===== config.mk =====
export PLATFORM = sky130hd
export DESIGN_NAME = uart_frame_tx
export DESIGN_NICKNAME = d
export VERILOG_FILES = /design/src/rtl/game_pkg.sv /design/src/rtl/uart_rr_arbiter.sv /design/src/rtl/uart_frame_tx.sv
export SDC_FILE = /design/constraint.sdc
export NUM_CORES = 1
export LEC_CHECK = 0
export ABC_AREA = 1
export BUFFER_PORTS_ARGS = -buffer_cell sky130_fd_sc_hd__buf_2
export CAP_MARGIN = 20
export CORE_ASPECT_RATIO = 1.75
export CORE_MARGIN = 3
export CORE_UTILIZATION = 40
export CTS_BUF_LIST = sky130_fd_sc_hd__clkbuf_16
export DETAILED_ROUTE_END_ITERATION = 16
export PLACE_DENSITY = 0.63
export SKIP_LAST_GASP = 1
export SLEW_MARGIN = 15
export SYNTH_ARGS = -nofsm -noshare
export SYNTH_HDL_FRONTEND = slang
export SYNTH_SLANG_ARGS = --single-unit

===== constraint.sdc =====
create_clock -name clk -period 5.97 [get_ports clk]
set_input_delay 0.2985 -clock clk [delete_from_list [all_inputs] [get_ports clk]]
set_output_delay 0.2985 -clock clk [all_outputs]
set_load 0.01 [all_outputs]

===== src/rtl/game_pkg.sv =====
// Shared types and constants for the game-to-UART status link.
// Frame layout on the wire: SYNC, TAG = {slot, seq}, PAY, CHK = SYNC ^ TAG ^ PAY.
package game_pkg;

  typedef enum logic [2:0] {
    IDLE,
    LATCH,
    SEND_SYNC,
    SEND_TAG,
    SEND_PAY,
    SEND_CHK
  } tx_frame_state;

  typedef enum logic [1:0] {
    SLOT_STATE,
    SLOT_GLOVES,
    SLOT_MOUSE,
    SLOT_SCORE
  } uart_slot;

  localparam logic [7:0] UART_SYNC = 8'hA5;
  localparam int         NUM_SLOTS = 4;

  function automatic logic [7:0] frame_checksum(input logic [7:0] sync,
                                                input logic [7:0] tag,
                                                input logic [7:0] pay);
    return sync ^ tag ^ pay;
  endfunction

endpackage


===== src/rtl/uart_rr_arbiter.sv =====
// Combinational round-robin picker over four request lines.
// Search starts at ptr; the pointer register is owned by the parent.
module uart_rr_arbiter
  import game_pkg::*;
(
  input  logic [3:0] req,
  input  logic [1:0] ptr,
  output logic       grant_valid,
  output logic [1:0] grant_idx
);

  logic [1:0] cand;

  // Walk from the farthest candidate back to ptr so the nearest request wins.
  always_comb begin
    // NOTE: every combinational output gets a default first so no path leaves it unassigned (no latch).
    grant_valid = 1'b0;
    grant_idx   = ptr;
    cand        = ptr;
    for (int k = NUM_SLOTS - 1; k >= 0; k--) begin
      cand = ptr + 2'(k);
      if (req[cand]) begin
        grant_valid = 1'b1;
        grant_idx   = cand;
      end
    end
  end

endmodule


===== src/rtl/uart_frame_tx.sv =====
// Frames the four game status bytes into SYNC/TAG/PAY/CHK packets for the UART tx FIFO,
// resending a slot when its byte changes or on every periodic refresh.
module uart_frame_tx
  import game_pkg::*;
#(
  parameter logic [7:0] SYNC_BYTE      = UART_SYNC,
  parameter int         REFRESH_CYCLES = 6_500_000
) (
  input  logic       clk,
  input  logic       rst,
  input  logic [7:0] data_game_state_sel,
  input  logic [7:0] data_gloves_control,
  input  logic [7:0] data_mouse_control,
  input  logic [7:0] data_score_control,
  input  logic       tx_full,
  output logic [7:0] w_data,
  output logic       wr_uart,
  output logic       frame_busy
);

  localparam int               CNT_W    = (REFRESH_CYCLES > 1) ? $clog2(REFRESH_CYCLES) : 1;
  localparam logic [CNT_W-1:0] CNT_LAST = CNT_W'(REFRESH_CYCLES - 1);

  tx_frame_state    state, state_next;
  logic [5:0]       seq;
  logic [CNT_W-1:0] refresh_cnt;
  logic             refresh_tick;
  logic [7:0]       last_sent [NUM_SLOTS];
  logic [1:0]       rr_ptr;
  logic [3:0]       pending, pending_next, set_req;
  logic [7:0]       slot_data [NUM_SLOTS];

  logic             grant_valid;
  logic [1:0]       grant_idx;
  uart_slot         grant_slot;
  logic [7:0]       latch_pay, latch_tag;
  logic [7:0]       frame_tag, frame_pay, frame_chk;

  assign slot_data[0] = data_game_state_sel;
  assign slot_data[1] = data_gloves_control;
  assign slot_data[2] = data_mouse_control;
  assign slot_data[3] = data_score_control;

  uart_rr_arbiter u_arbiter (
    .req         (pending),
    .ptr         (rr_ptr),
    .grant_valid (grant_valid),
    .grant_idx   (grant_idx)
  );

  assign refresh_tick = (refresh_cnt == CNT_LAST);
  assign grant_slot   = uart_slot'(grant_idx);
  assign latch_pay    = slot_data[grant_idx];
  assign latch_tag    = {grant_slot, seq};

  always_comb begin
    set_req = '0;
    for (int i = 0; i < NUM_SLOTS; i++) begin
      set_req[i] = (slot_data[i] != last_sent[i]) || refresh_tick;
    end
  end

  // The slot being latched stays pending only if its input already differs from the captured byte.
  always_comb begin
    pending_next = pending;
    for (int i = 0; i < NUM_SLOTS; i++) begin
      if (state == LATCH && grant_idx == 2'(i)) begin
        pending_next[i] = set_req[i] && (slot_data[i] != latch_pay);
      end else begin
        pending_next[i] = pending[i] || set_req[i];
      end
    end
  end

  always_comb begin
    state_next = state;
    wr_uart    = 1'b0;
    w_data     = 8'h00;
    frame_busy = (state != IDLE);
    case (state)
      IDLE:  if (pending != 4'b0000) state_next = LATCH;
      LATCH: state_next = grant_valid ? SEND_SYNC : IDLE;
      SEND_SYNC: if (!tx_full) begin
        wr_uart    = 1'b1;
        w_data     = SYNC_BYTE;
        state_next = SEND_TAG;
      end
      SEND_TAG: if (!tx_full) begin
        wr_uart    = 1'b1;
        w_data     = frame_tag;
        state_next = SEND_PAY;
      end
      SEND_PAY: if (!tx_full) begin
        wr_uart    = 1'b1;
        w_data     = frame_pay;
        state_next = SEND_CHK;
      end
      SEND_CHK: if (!tx_full) begin
        wr_uart    = 1'b1;
        w_data     = frame_chk;
        state_next = IDLE;
      end
      default: state_next = IDLE;
    endcase
  end

  always_ff @(posedge clk) begin
    // NOTE: state registers use non-blocking assignments so every flop samples pre-edge values.
    if (rst) begin
      state       <= IDLE;
      seq         <= '0;
      refresh_cnt <= '0;
      rr_ptr      <= '0;
      pending     <= 4'b1111;
      frame_tag   <= '0;
      frame_pay   <= '0;
      frame_chk   <= '0;
      // NOTE: this tiny register array is reset because the post-reset dump compares against zero.
      for (int i = 0; i < NUM_SLOTS; i++) last_sent[i] <= '0;
    end else begin
      state       <= state_next;
      pending     <= pending_next;
      refresh_cnt <= refresh_tick ? '0 : refresh_cnt + 1'b1;
      if (state == LATCH) begin
        frame_tag            <= latch_tag;
        frame_pay            <= latch_pay;
        frame_chk            <= frame_checksum(SYNC_BYTE, latch_tag, latch_pay);
        last_sent[grant_idx] <= latch_pay;
        rr_ptr               <= grant_idx + 2'd1;
      end
      if (state == SEND_CHK && !tx_full) seq <= seq + 6'd1;
    end
  end

endmodule

==> run_results.csv, run 1 <==
group,metric,value,unit
run_status,status,"finished, final reports clean",
synthesis,async_flop_share,0,%
clocking,cts_hold_buffers,0,
synthesis,synth_fa_ha_area_share,1.29,%
timing,max_freq,316,MHz
power,power.switching,0.00133,W
synthesis,syn_area_per_cell,7.17,um2
synthesis,synth-xor-area-share,4.67,%
detailed_routing,drt_iter0_drc,348,
detailed_routing,drtAntennaViolNets,0,
grt,grtUsageTotal,21.4,%
cells_and_area,antenna_cells,0,
floorplan,die_h,165,um
critical_path,worstSetupStartpointType,"register",
synthesis,synth_top_family_by_area,"simple AND/OR/NAND/NOR gates",
synthesis,synth-compound-area-share,7.84,%
job,cap_violations,0,
critical_path,path_class,"register to register",
cells_and_area,final_cell_mix,"192 x nand2_1, 103 x inv_1, 99 x nand3_1",
synthesis,synth_cells,810,
synthesis,synth_simple_gate_area_share,39.0,%
cells_and_area,drive_gt1_share,14.3,%
clocking,clockBufferDepth,2,
clocking,cts-htree-levels,3,
clocking,cts_buffers,9,
grt,grt_pass1_vias,5329,
synthesis,ys_warn_count,0,
synthesis,ys.flop_type,"dfxtp_1",
detailed_routing,wl_per_cell,16.6,um
synthesis,syn_area,5810,um2
place,place_hpwl,13000,um
grt,met3_usage,4.25,%
synthesis,syn-num-nets,851,
cells_and_area,mostFrequentLayoutCell,"nand2_1",
critical_path,crit_fanout,21,
timing,rsz0062_at_grt,"no",
timing,slew_headroom,37.0,%
critical_path,required,5.98,ns
grt,grt_pass1_wl,26800,um
min_path,hold_path_depth,2,
floorplan,num_io_pins,45,
grt,use_met1,21.6,%
synthesis,synthMuxAreaShare,0,%
timing,setup_viol,0,
timing,finalHoldViolCount,0,
floorplan,num_rows,57,
clocking,cts.repair.resized,0,
timing,finClkSkew,0.00987,ns
place,dp_cells,1015,
timing,worst-slew-pin-transition,0.938,ns
power,p_int,0.00154,W
min_path,hold_start,"rst",
power,total_leakage_power,2.86,nW
power,powerDensity,444,nW/um2
timing,finalCritPeriodShare,53.0,%
clocking,cts_setup_buffers,0,
grt,top_usage_layer,"met2",
cells_and_area,instances_no_fill,1031,
grt,grt_max_degree,26,
critical_path,worstSetupEndpointType,"register",
place,place.gp.congestion,0.939,
detailed_routing,drcViolationCount,0,
timing,slew_viol_final,0,
critical_path,r2r_start,"rr_ptr[0]",
critical_path,r2r-end,"last_sent[2][1]",
synthesis,synth.distinct_cells,40,
critical_path,arrival,3.17,ns
power,pwr-share-clk,19.7,%
timing,finalSetupTns,0,ns
min_path,hp-class,"primary input to register",
clocking,clock_latency,0.34,ns
detailed_routing,vias_per_cell,5.32,
floorplan,die-area,16100,um2
place,io_buffers,44,
critical_path,critPathSlowestCell,"dfxtp_1",
synthesis,ys_ff_latch,94,
clocking,cts_root_buffer,"clkbuf_16",
power,p_sw_share,46.4,%
clocking,cts_sinks,94,
synthesis,ys_seq_area_share,37.9,%
floorplan,dieWidth,97.1,um
detailed_routing,num_vias,5480,
grt,grt_overflow_total,0,
min_path,worst_hold_path.endpoint,"seq[2]",
clocking,cts_tree,"built",
grt,met2_usage,39.6,%
critical_path,reg2reg_depth,14,
floorplan,fp.coreArea,14000,um2
power,irDropWorstVdd,0.173,mV
detailed_routing,dr.pass1.iters,5,
critical_path,crit_top_cell,"nand2_1",
cells_and_area,finalNetCount,890,
critical_path,r2r_slack,2.81,ns
cells_and_area,area_growth,10.9,%
clocking,clkTransAtPathRegs,0.07,ns
critical_path,cp_cell_sequence,"inv_2, nand2_1, nand2_1, nand2_2, nand2_1, inv_2, nand2_4, nand3_2, nand2_2, nor2_2, inv_1, nor2_1, inv_2, nand2_1",
synthesis,synth_edf_count,32,
timing,worst_slack,2.81,ns
place,place_ws,2.77,ns
floorplan,start_util,41.3,%
critical_path,slowest_delay,0.60,ns
timing,fin_crit,3.16,ns
grt,antenna_found_initial,0,
power,power.share.sequential,32.0,%
power,combPwrFrac,48.3,%
detailed_routing,wirelength,17100,um
[layer usage]
metal,part of all wire [%],wire (um)
met5,0,0
met1,37,6300
met4,6.5,1110
met3,5.6,961
met2,51,8700
[layout make-up]
class,count,area (um2)
fill,1454,7610
multi-input combinational,586,3070
sequential,94,2200
inverter,113,429
timing repair buffer,45,228
clock buffer,9,225
tap,177,221
clock inverter,7,66.3
[registers in the layout (all words and copies together) (netlist names)]
signal,count
frame_chk,8
frame_pay,8
frame_tag,8
last_sent,32
pending,4
refresh_cnt,23
rr_ptr,2
seq,6
state,3
[critical path: cells and delay by family (launching register included)]
kind	cells	cell delay, ns
AND/OR/NAND/NOR	10	1.74
flip-flops	1	0.60
buffers and inverters	4	0.48
[metrics by stage]
stage	power [W]	hold WS (ns)	util, %	area, um2
after detailed placement	0.00228	0.445	43.8	6150
final	0.00286	0.254	45.8	6440
after global placement	0.00227	0.435	43.8	6150
after floorplan	0.00190	0.368	-	5810
after global routing	0.00305	0.235	45.8	6440
after CTS	0.00285	0.224	45.8	6440
[cell usage after synthesis, types with 2 or more instances]
cell	number	area share, %
o211ai_1	7	0.90
edfxtp_1	32	17
or2_2	9	0.97
nand3_4	3	0.90
nand3_2	14	2.4
a21oi_1	21	1.8
nor4_1	6	0.65
a31oi_1	5	0.54
dfxtp_1	62	21
buf_4	2	0.26
nor3_1	24	2.1
buf_6	5	0.97
inv_2	9	0.58
inv_1	102	6.6
o22ai_1	13	1.4
ha_1	6	1.3
nor2_1	85	5.5
xor2_1	31	4.7
nand4_1	8	0.86
clkbuf_1	9	0.58
o21ai_1	3	0.26
nand2_1	192	12
o221ai_1	3	0.45
o21ai_0	22	1.9
nand2_4	10	1.9
nor2_2	3	0.32
nor3b_1	3	0.39
nand2_2	11	1.2
nand3_1	99	8.5
[cell families (layout without fill, tap and decap cells)]
family	after synthesis	count (layout)
flops	94	94
fa+ha+maj	6	6
xor+xnor	31	31
simple gates	471	471
buf+inv	130	174
compound gates	78	78
[worst max path at each step]
stage	start	to	slack (ns)	depth (start not counted)
final	rr_ptr[0]	last_sent[2][1]	2.81	14
after global placement	rst	last_sent[3][6]	2.80	5
after CTS	rr_ptr[0]	last_sent[2][1]	2.85	14
after global routing	rr_ptr[0]	last_sent[3][2]	2.51	10
after floorplan	rr_ptr[0]	last_sent[3][0]	3.62	12
after detailed placement	rst	last_sent[3][7]	2.77	5
[power groups by stage]
stage	logic, W	registers (W)	clock network [W]
floorplan	0.000999	0.000906	0
global route	0.00151	0.000932	0.000606
CTS	0.00136	0.000916	0.000575
global placement	0.00135	0.000925	0
detailed placement	0.00135	0.000930	0
finish	0.00138	0.000915	0.000564
(Power assumes the default switching activity.)
==> inputs of run 2 (changes only) <==
--- a/config.mk
+++ b/config.mk
@@ -5,7 +5,7 @@
 export SDC_FILE = /design/constraint.sdc
 export NUM_CORES = 1
 export LEC_CHECK = 0
-export ABC_AREA = 1
+export ABC_AREA = 0
 export BUFFER_PORTS_ARGS = -buffer_cell sky130_fd_sc_hd__buf_2
 export CAP_MARGIN = 20
 export CORE_ASPECT_RATIO = 1.75
==> constraint.sdc (replaced) <==
create_clock -name clk -period 3.1 [get_ports clk]
set_input_delay 0.155 -clock clk [delete_from_list [all_inputs] [get_ports clk]]
set_output_delay 0.155 -clock clk [all_outputs]
set_load 0.01 [all_outputs]
==> run_results.csv, run 2 <==
group,metric,value,unit
run_status,status,"finished, final reports clean",
critical_path,worstSetupEndpointType,"register",
synthesis,ys_ff_latch,94,
synthesis,syn_area,5380,um2
timing,holdWs,0.245,ns
grt,grt_max_degree,27,
critical_path,slowest_delay,0.39,ns
synthesis,synth_area_leaders,"dfxtp_1 23%, edfxtp_1 18%, xnor2_1 9.3%, xor2_1 8.3%, nor2_1 6.6%",
clocking,cts.repair.resized,0,
synthesis,synth.most_common_cell,"nor2_1",
detailed_routing,dr.pass1.iters,5,
synthesis,ys.flop_type,"dfxtp_1",
cells_and_area,final_cell_mix,"95 x nor2_1, 62 x dfxtp_1, 57 x xnor2_1",
synthesis,ys_seq_area_share,41.0,%
critical_path,critPathTopFamily,"compound AO/OA/AOI/OAI gates",
clocking,cts_setup_buffers,0,
detailed_routing,drcViolationCount,0,
power,total_leakage_power,2.38,nW
cells_and_area,area_growth,11.1,%
cells_and_area,largest_reg_flops,32,
clocking,cts_sinks,94,
min_path,worst_hold_path.endpoint,"seq[3]",
floorplan,num_rows,55,
min_path,hold_path_depth,2,
cells_and_area,final_util,45.7,%
timing,worst-slew-pin-transition,0.652,ns
synthesis,synth_area_leader_cell,"dfxtp_1",
synthesis,ys_top_cells_by_count,"95 x nor2_1, 62 x dfxtp_1, 57 x xnor2_1",
grt,grt_overflow_total,0,
critical_path,r2r-end,"pending[1]",
critical_path,cp_cell_sequence,"nor2b_1, a21oi_1, o211ai_2, buf_4, mux2i_1, xor2_1, nand2_1, o41ai_1, a31oi_1",
floorplan,dieWidth,93.6,um
detailed_routing,wl_per_cell,18.9,um
critical_path,path_class,"register to register",
timing,slew_headroom,56.4,%
place,place_hpwl,11500,um
clocking,clkTransAtPathRegs,0.07,ns
timing,finalSetupTns,0,ns
critical_path,arrival,2.72,ns
min_path,hp-class,"primary input to register",
synthesis,syn-num-nets,645,
timing,slew_viol_final,0,
timing,rsz0062_at_grt,"no",
detailed_routing,drtAntennaViolNets,0,
clocking,cts_root_buffer,"clkbuf_16",
timing,fin_crit,2.51,ns
critical_path,worstSetupStartpointType,"register",
floorplan,fp.coreArea,13100,um2
place,place_area,5670,um2
clocking,cts_tree,"built",
power,irDropWorstVdd,0.342,mV
cells_and_area,final_cell_area,5970,um2
clocking,clockBufferDepth,2,
floorplan,die_h,159,um
timing,finalCritPeriodShare,81.0,%
cells_and_area,finalNetCount,668,
clocking,cts-htree-levels,3,
cells_and_area,regMostFlops,"last_sent",
detailed_routing,wirelength,15100,um
synthesis,synth.distinct_cells,57,
floorplan,num_io_pins,45,
synthesis,async_flop_share,0,%
detailed_routing,drt_iter0_drc,257,
timing,max_freq,398,MHz
critical_path,reg2reg_depth,9,
critical_path,required,3.31,ns
timing,finalHoldViolCount,0,
critical_path,r2r_start,"pending[0]",
power,powerDensity,662,nW/um2
floorplan,start_util,41.1,%
synthesis,synth_cells,604,
place,place.gp.congestion,0.905,
grt,grt_pass1_vias,4411,
grt,antenna_found_initial,0,
grt,grtUsageTotal,20.5,%
timing,finClkSkew,0.00809,ns
synthesis,synth_edf_count,32,
cells_and_area,largest_registers,"last_sent x32, refresh_cnt x23",
synthesis,yosysTopAreaCellShare,23.1,%
critical_path,crit_fanout,17,
place,io_buffers,44,
clocking,cts_buffers,9,
critical_path,path_buf_inv,1,
cells_and_area,antenna_cells,0,
synthesis,ys_warn_count,0,
min_path,hold_start,"rst",
clocking,clock_latency,0.34,ns
clocking,cts_hold_buffers,0,
critical_path,critPathSlowestCell,"dfxtp_1",
synthesis,syn_area_per_cell,8.90,um2
grt,grt_pass1_wl,23500,um
power,p_total,0.00395,W
detailed_routing,num_vias,4394,
cells_and_area,drive_gt1_share,14.1,%
timing,setup_viol,0,
critical_path,r2r_slack,0.59,ns
floorplan,die-area,14900,um2
cells_and_area,mostFrequentLayoutCell,"nor2_1",
detailed_routing,vias_per_cell,5.47,
job,cap_violations,0,
## run 2: cells by family (layout without fill, tap and decap cells)
logic type               Yosys count  in the layout  synth area share, %
AND/OR/NAND/NOR                  222            222                 19.0
XOR/XNOR                         108            108                 17.6
AO/OA/AOI/OAI                    107            107                 13.6
flip-flops                        94             94                 41.0
buffers and inverters             56             84                 5.21
multiplexers                      11             11                 2.26
adder cells (fa/ha/maj)            6              6                 1.40
## run 2: final cells by class
type | instances | area (um2)
multi-input cells | 454 | 2900
fillers | 1303 | 7100
flip-flops and latches | 94 | 2200
clock inverters | 7 | 72.6
clock buffers | 9 | 225
repair buffers | 57 | 318
well taps | 171 | 214
inverters | 11 | 41.3
## run 2: per-layer routing
layer | global-route usage (%) | part of all wire [%]
met1 | 22.4 | 37
met2 | 36.6 | 53
met3 | 2.98 | 4.2
met4 | 12.0 | 5.8
met5 | 0 | 0
## run 2: power breakdown
group | switching, W | internal (W)
Combinational | 0.000836 | 0.000501
Clock | 0.000478 | 0.000628
Sequential | 0.0000897 | 0.00142
Total | 0.00140 | 0.00255
## run 2: worst max path at each step
| stage | endpoint | from | cells past startpoint | slack, ns |
|---|---|---|---|---|
| after global placement | pending[1] | pending[2] | 9 | 0.66 |
| after CTS | pending[1] | pending[0] | 9 | 0.58 |
| after floorplan | pending[1] | rr_ptr[1] | 10 | 0.92 |
| after global routing | pending[1] | pending[0] | 9 | 0.40 |
| after detailed placement | pending[1] | pending[0] | 9 | 0.62 |
| final | pending[1] | pending[0] | 9 | 0.59 |
## run 2: through the flow
step | std cells | worst slack, ns
global route | 803 | 0.400
CTS | 803 | 0.584
detailed placement | 787 | 0.624
floorplan | 604 | 0.916
finish | 803 | 0.590
global placement | 787 | 0.664
==> inputs of run 3 (changes only) <==
--- a/config.mk
+++ b/config.mk
@@ -13,7 +13,7 @@
 export CORE_UTILIZATION = 40
 export CTS_BUF_LIST = sky130_fd_sc_hd__clkbuf_16
 export DETAILED_ROUTE_END_ITERATION = 16
-export PLACE_DENSITY = 0.63
+export PLACE_DENSITY = 0.65
 export SKIP_LAST_GASP = 1
 export SLEW_MARGIN = 15
 export SYNTH_ARGS = -nofsm -noshare
==> constraint.sdc (replaced) <==
create_clock -name clk -period 2.29 [get_ports clk]
set_input_delay 0.1145 -clock clk [delete_from_list [all_inputs] [get_ports clk]]
set_output_delay 0.1145 -clock clk [all_outputs]
set_load 0.01 [all_outputs]
==> run_results.csv, run 3 (synthesis gave the netlist of run 2 again) <==
group,metric,value,unit
cells_and_area,area_growth,20.0,%
critical_path,reg2reg_depth,10,
detailed_routing,drtAntennaViolNets,0,
timing,worst_slack,-0.0291,ns
run_status,violations,"setup timing",
timing,finalCritPeriodShare,101,%
clocking,clockBufferDepth,2,
critical_path,r2r-end,"pending[3]",
grt,antenna_found_initial,0,
critical_path,crit_start,"pending[3]",
clocking,cts_buffers,9,
place,place_ws,-0.227,ns
detailed_routing,dr.pass1.iters,4,
clocking,clock_latency,0.34,ns
critical_path,crit_fanout,6,
critical_path,critPathTopFamily,"simple AND/OR/NAND/NOR gates",
job,cap_violations,0,
critical_path,required,2.51,ns
critical_path,crit_cells,10,
cells_and_area,largest_reg_flops,32,
floorplan,dieWidth,93.6,um
detailed_routing,wl_per_cell,18.9,um
timing,finClkSkew,0.00899,ns
timing,setup_viol,1,
floorplan,start_util,41.1,%
place,place.gp.congestion,1.02,
cells_and_area,finalNetCount,704,
clocking,cts_tree,"built",
power,powerDensity,950,nW/um2
cells_and_area,final_cell_mix,"95 x nor2_1, 57 x xnor2_1, 57 x dfxtp_1",
place,place_hpwl,12100,um
power,total_leakage_power,2.58,nW
timing,max_freq,431,MHz
cells_and_area,drive_gt1_share,21.4,%
timing,slew_headroom,68.0,%
timing,fin_crit,2.32,ns
critical_path,worstSetupEndpointType,"register",
critical_path,path_class,"register to register",
floorplan,die_h,159,um
clocking,cts-htree-levels,3,
timing,finalHoldViolCount,0,
cells_and_area,regMostFlops,"last_sent",
power,irDropWorstVdd,0.539,mV
grt,grt_pass1_wl,25100,um
grt,grtUsageTotal,21.8,%
critical_path,critPathSlowestCell,"dfxtp_4",
timing,worst-slew-pin-transition,0.479,ns
floorplan,num_rows,55,
detailed_routing,drcViolationCount,0,
min_path,hold_start,"tx_full",
grt,grt_overflow_total,0,
timing,rsz0062_at_grt,"yes",
detailed_routing,vias_per_cell,5.63,
critical_path,path_buf_inv,2,
cells_and_area,final_util,49.3,%
critical_path,cp_cell_sequence,"and3b_1, nor4_4, nor2_4, inv_2, nand2_1, a22o_4, buf_4, xnor2_1, nor4_2, a21oi_1",
timing,slew_viol_final,0,
clocking,clkTransAtPathRegs,0.07,ns
clocking,cts_root_buffer,"clkbuf_16",
critical_path,slowest_delay,0.38,ns
place,io_buffers,44,
critical_path,arrival,2.54,ns
floorplan,die-area,14900,um2
floorplan,num_io_pins,45,
detailed_routing,wirelength,15900,um
cells_and_area,mostFrequentLayoutCell,"nor2_1",
grt,grt_max_degree,24,
detailed_routing,drt_iter0_drc,256,
critical_path,r2r_slack,-0.03,ns
critical_path,worstSetupStartpointType,"register",
clocking,cts_sinks,94,
cells_and_area,largest_registers,"last_sent x32, refresh_cnt x23",
critical_path,r2r_start,"pending[3]",
floorplan,fp.coreArea,13100,um2
critical_path,endpoint,"pending[3]",
timing,holdWs,0.189,ns
min_path,hp-class,"primary input to register",
run_status,status,"finished, violations left",
grt,grt_pass1_vias,4815,
detailed_routing,num_vias,4726,
-- run 3: cell count changes in the layout (fill, tap and decap cells not counted), moves of 3 or more --
cell / before / now
buf_4: 13 / 43
buf_6: 0 / 3
mux2i_4: 0 / 5
dfxtp_4: 0 / 3
dfxtp_1: 62 / 57
mux2i_1: 8 / 3
-- run 3: worst min path at each step --
stage                   endpoint  cells past startpoint
finish                  state[0]                      4
global placement    frame_chk[4]                      2
global route              seq[1]                      2
CTS                     state[0]                      4
floorplan              w_data[0]                      1
detailed placement  frame_pay[3]                      1
-- run 3: cell type report --
class / count / area [um2]
diodes: 1 / 2.50
clock buffers: 9 / 225
clock inverters: 7 / 90.1
fillers: 1289 / 6630
inverters: 11 / 43.8
multi-input cells: 454 / 3030
flip-flops and latches: 94 / 2220
well taps: 171 / 214
repair buffers: 93 / 632
-- run 3: worst register-to-register path, stage by stage, from the launching register on --
cell	delay [ns]
dfxtp_4	0.38
and3b_1	0.21
nor4_4	0.31
nor2_4	0.08
inv_2	0.08
nand2_1	0.07
a22o_4	0.27
buf_4	0.17
xnor2_1	0.13
nor4_2	0.37
a21oi_1	0.13
-- run 3: layer usage --
| metal | part of all wire, % | global-route usage [%] | routed length (um) | vias up |
|---|---|---|---|---|
| met3 | 4.7 | 3.92 | 750 | 82 |
| met2 | 53 | 38.5 | 8380 | 160 |
| met5 | 0 | 0 | 0 | - |
| met4 | 7.9 | 17.3 | 1250 | 0 |
| met1 | 35 | 21.6 | 5520 | 2293 |
| li1 | - | - | - | 2191 |
-- run 3: through the flow --
step	total power, W	cells	setup TNS (ns)	instance area, um2
2_1_floorplan	0.00346	604	0	5380
3_3_place_gp	0.00423	818	-0.385	5920
3_5_place_dp	0.00426	818	-0.465	5920
4_1_cts	0.00605	838	-0.0115	6380
5_1_grt	0.00639	839	-0.260	6450
6_report	0.00613	840	-0.0291	6450
-- run 3: timing repair --
action	CTS	global route
gates resized for setup	23	13
pin swaps	8	7
setup endpoints to repair	4	16
buffers inserted	4	1
hold buffers	0	0
-- run 3: where the power goes --
part	internal [W]	switching, W	leakage, nW	total (W)
sequential	0.00192	0.000111	0.835	0.00203
clock	0.000954	0.000646	0.159	0.00160
combinational	0.00112	0.00137	1.58	0.00250
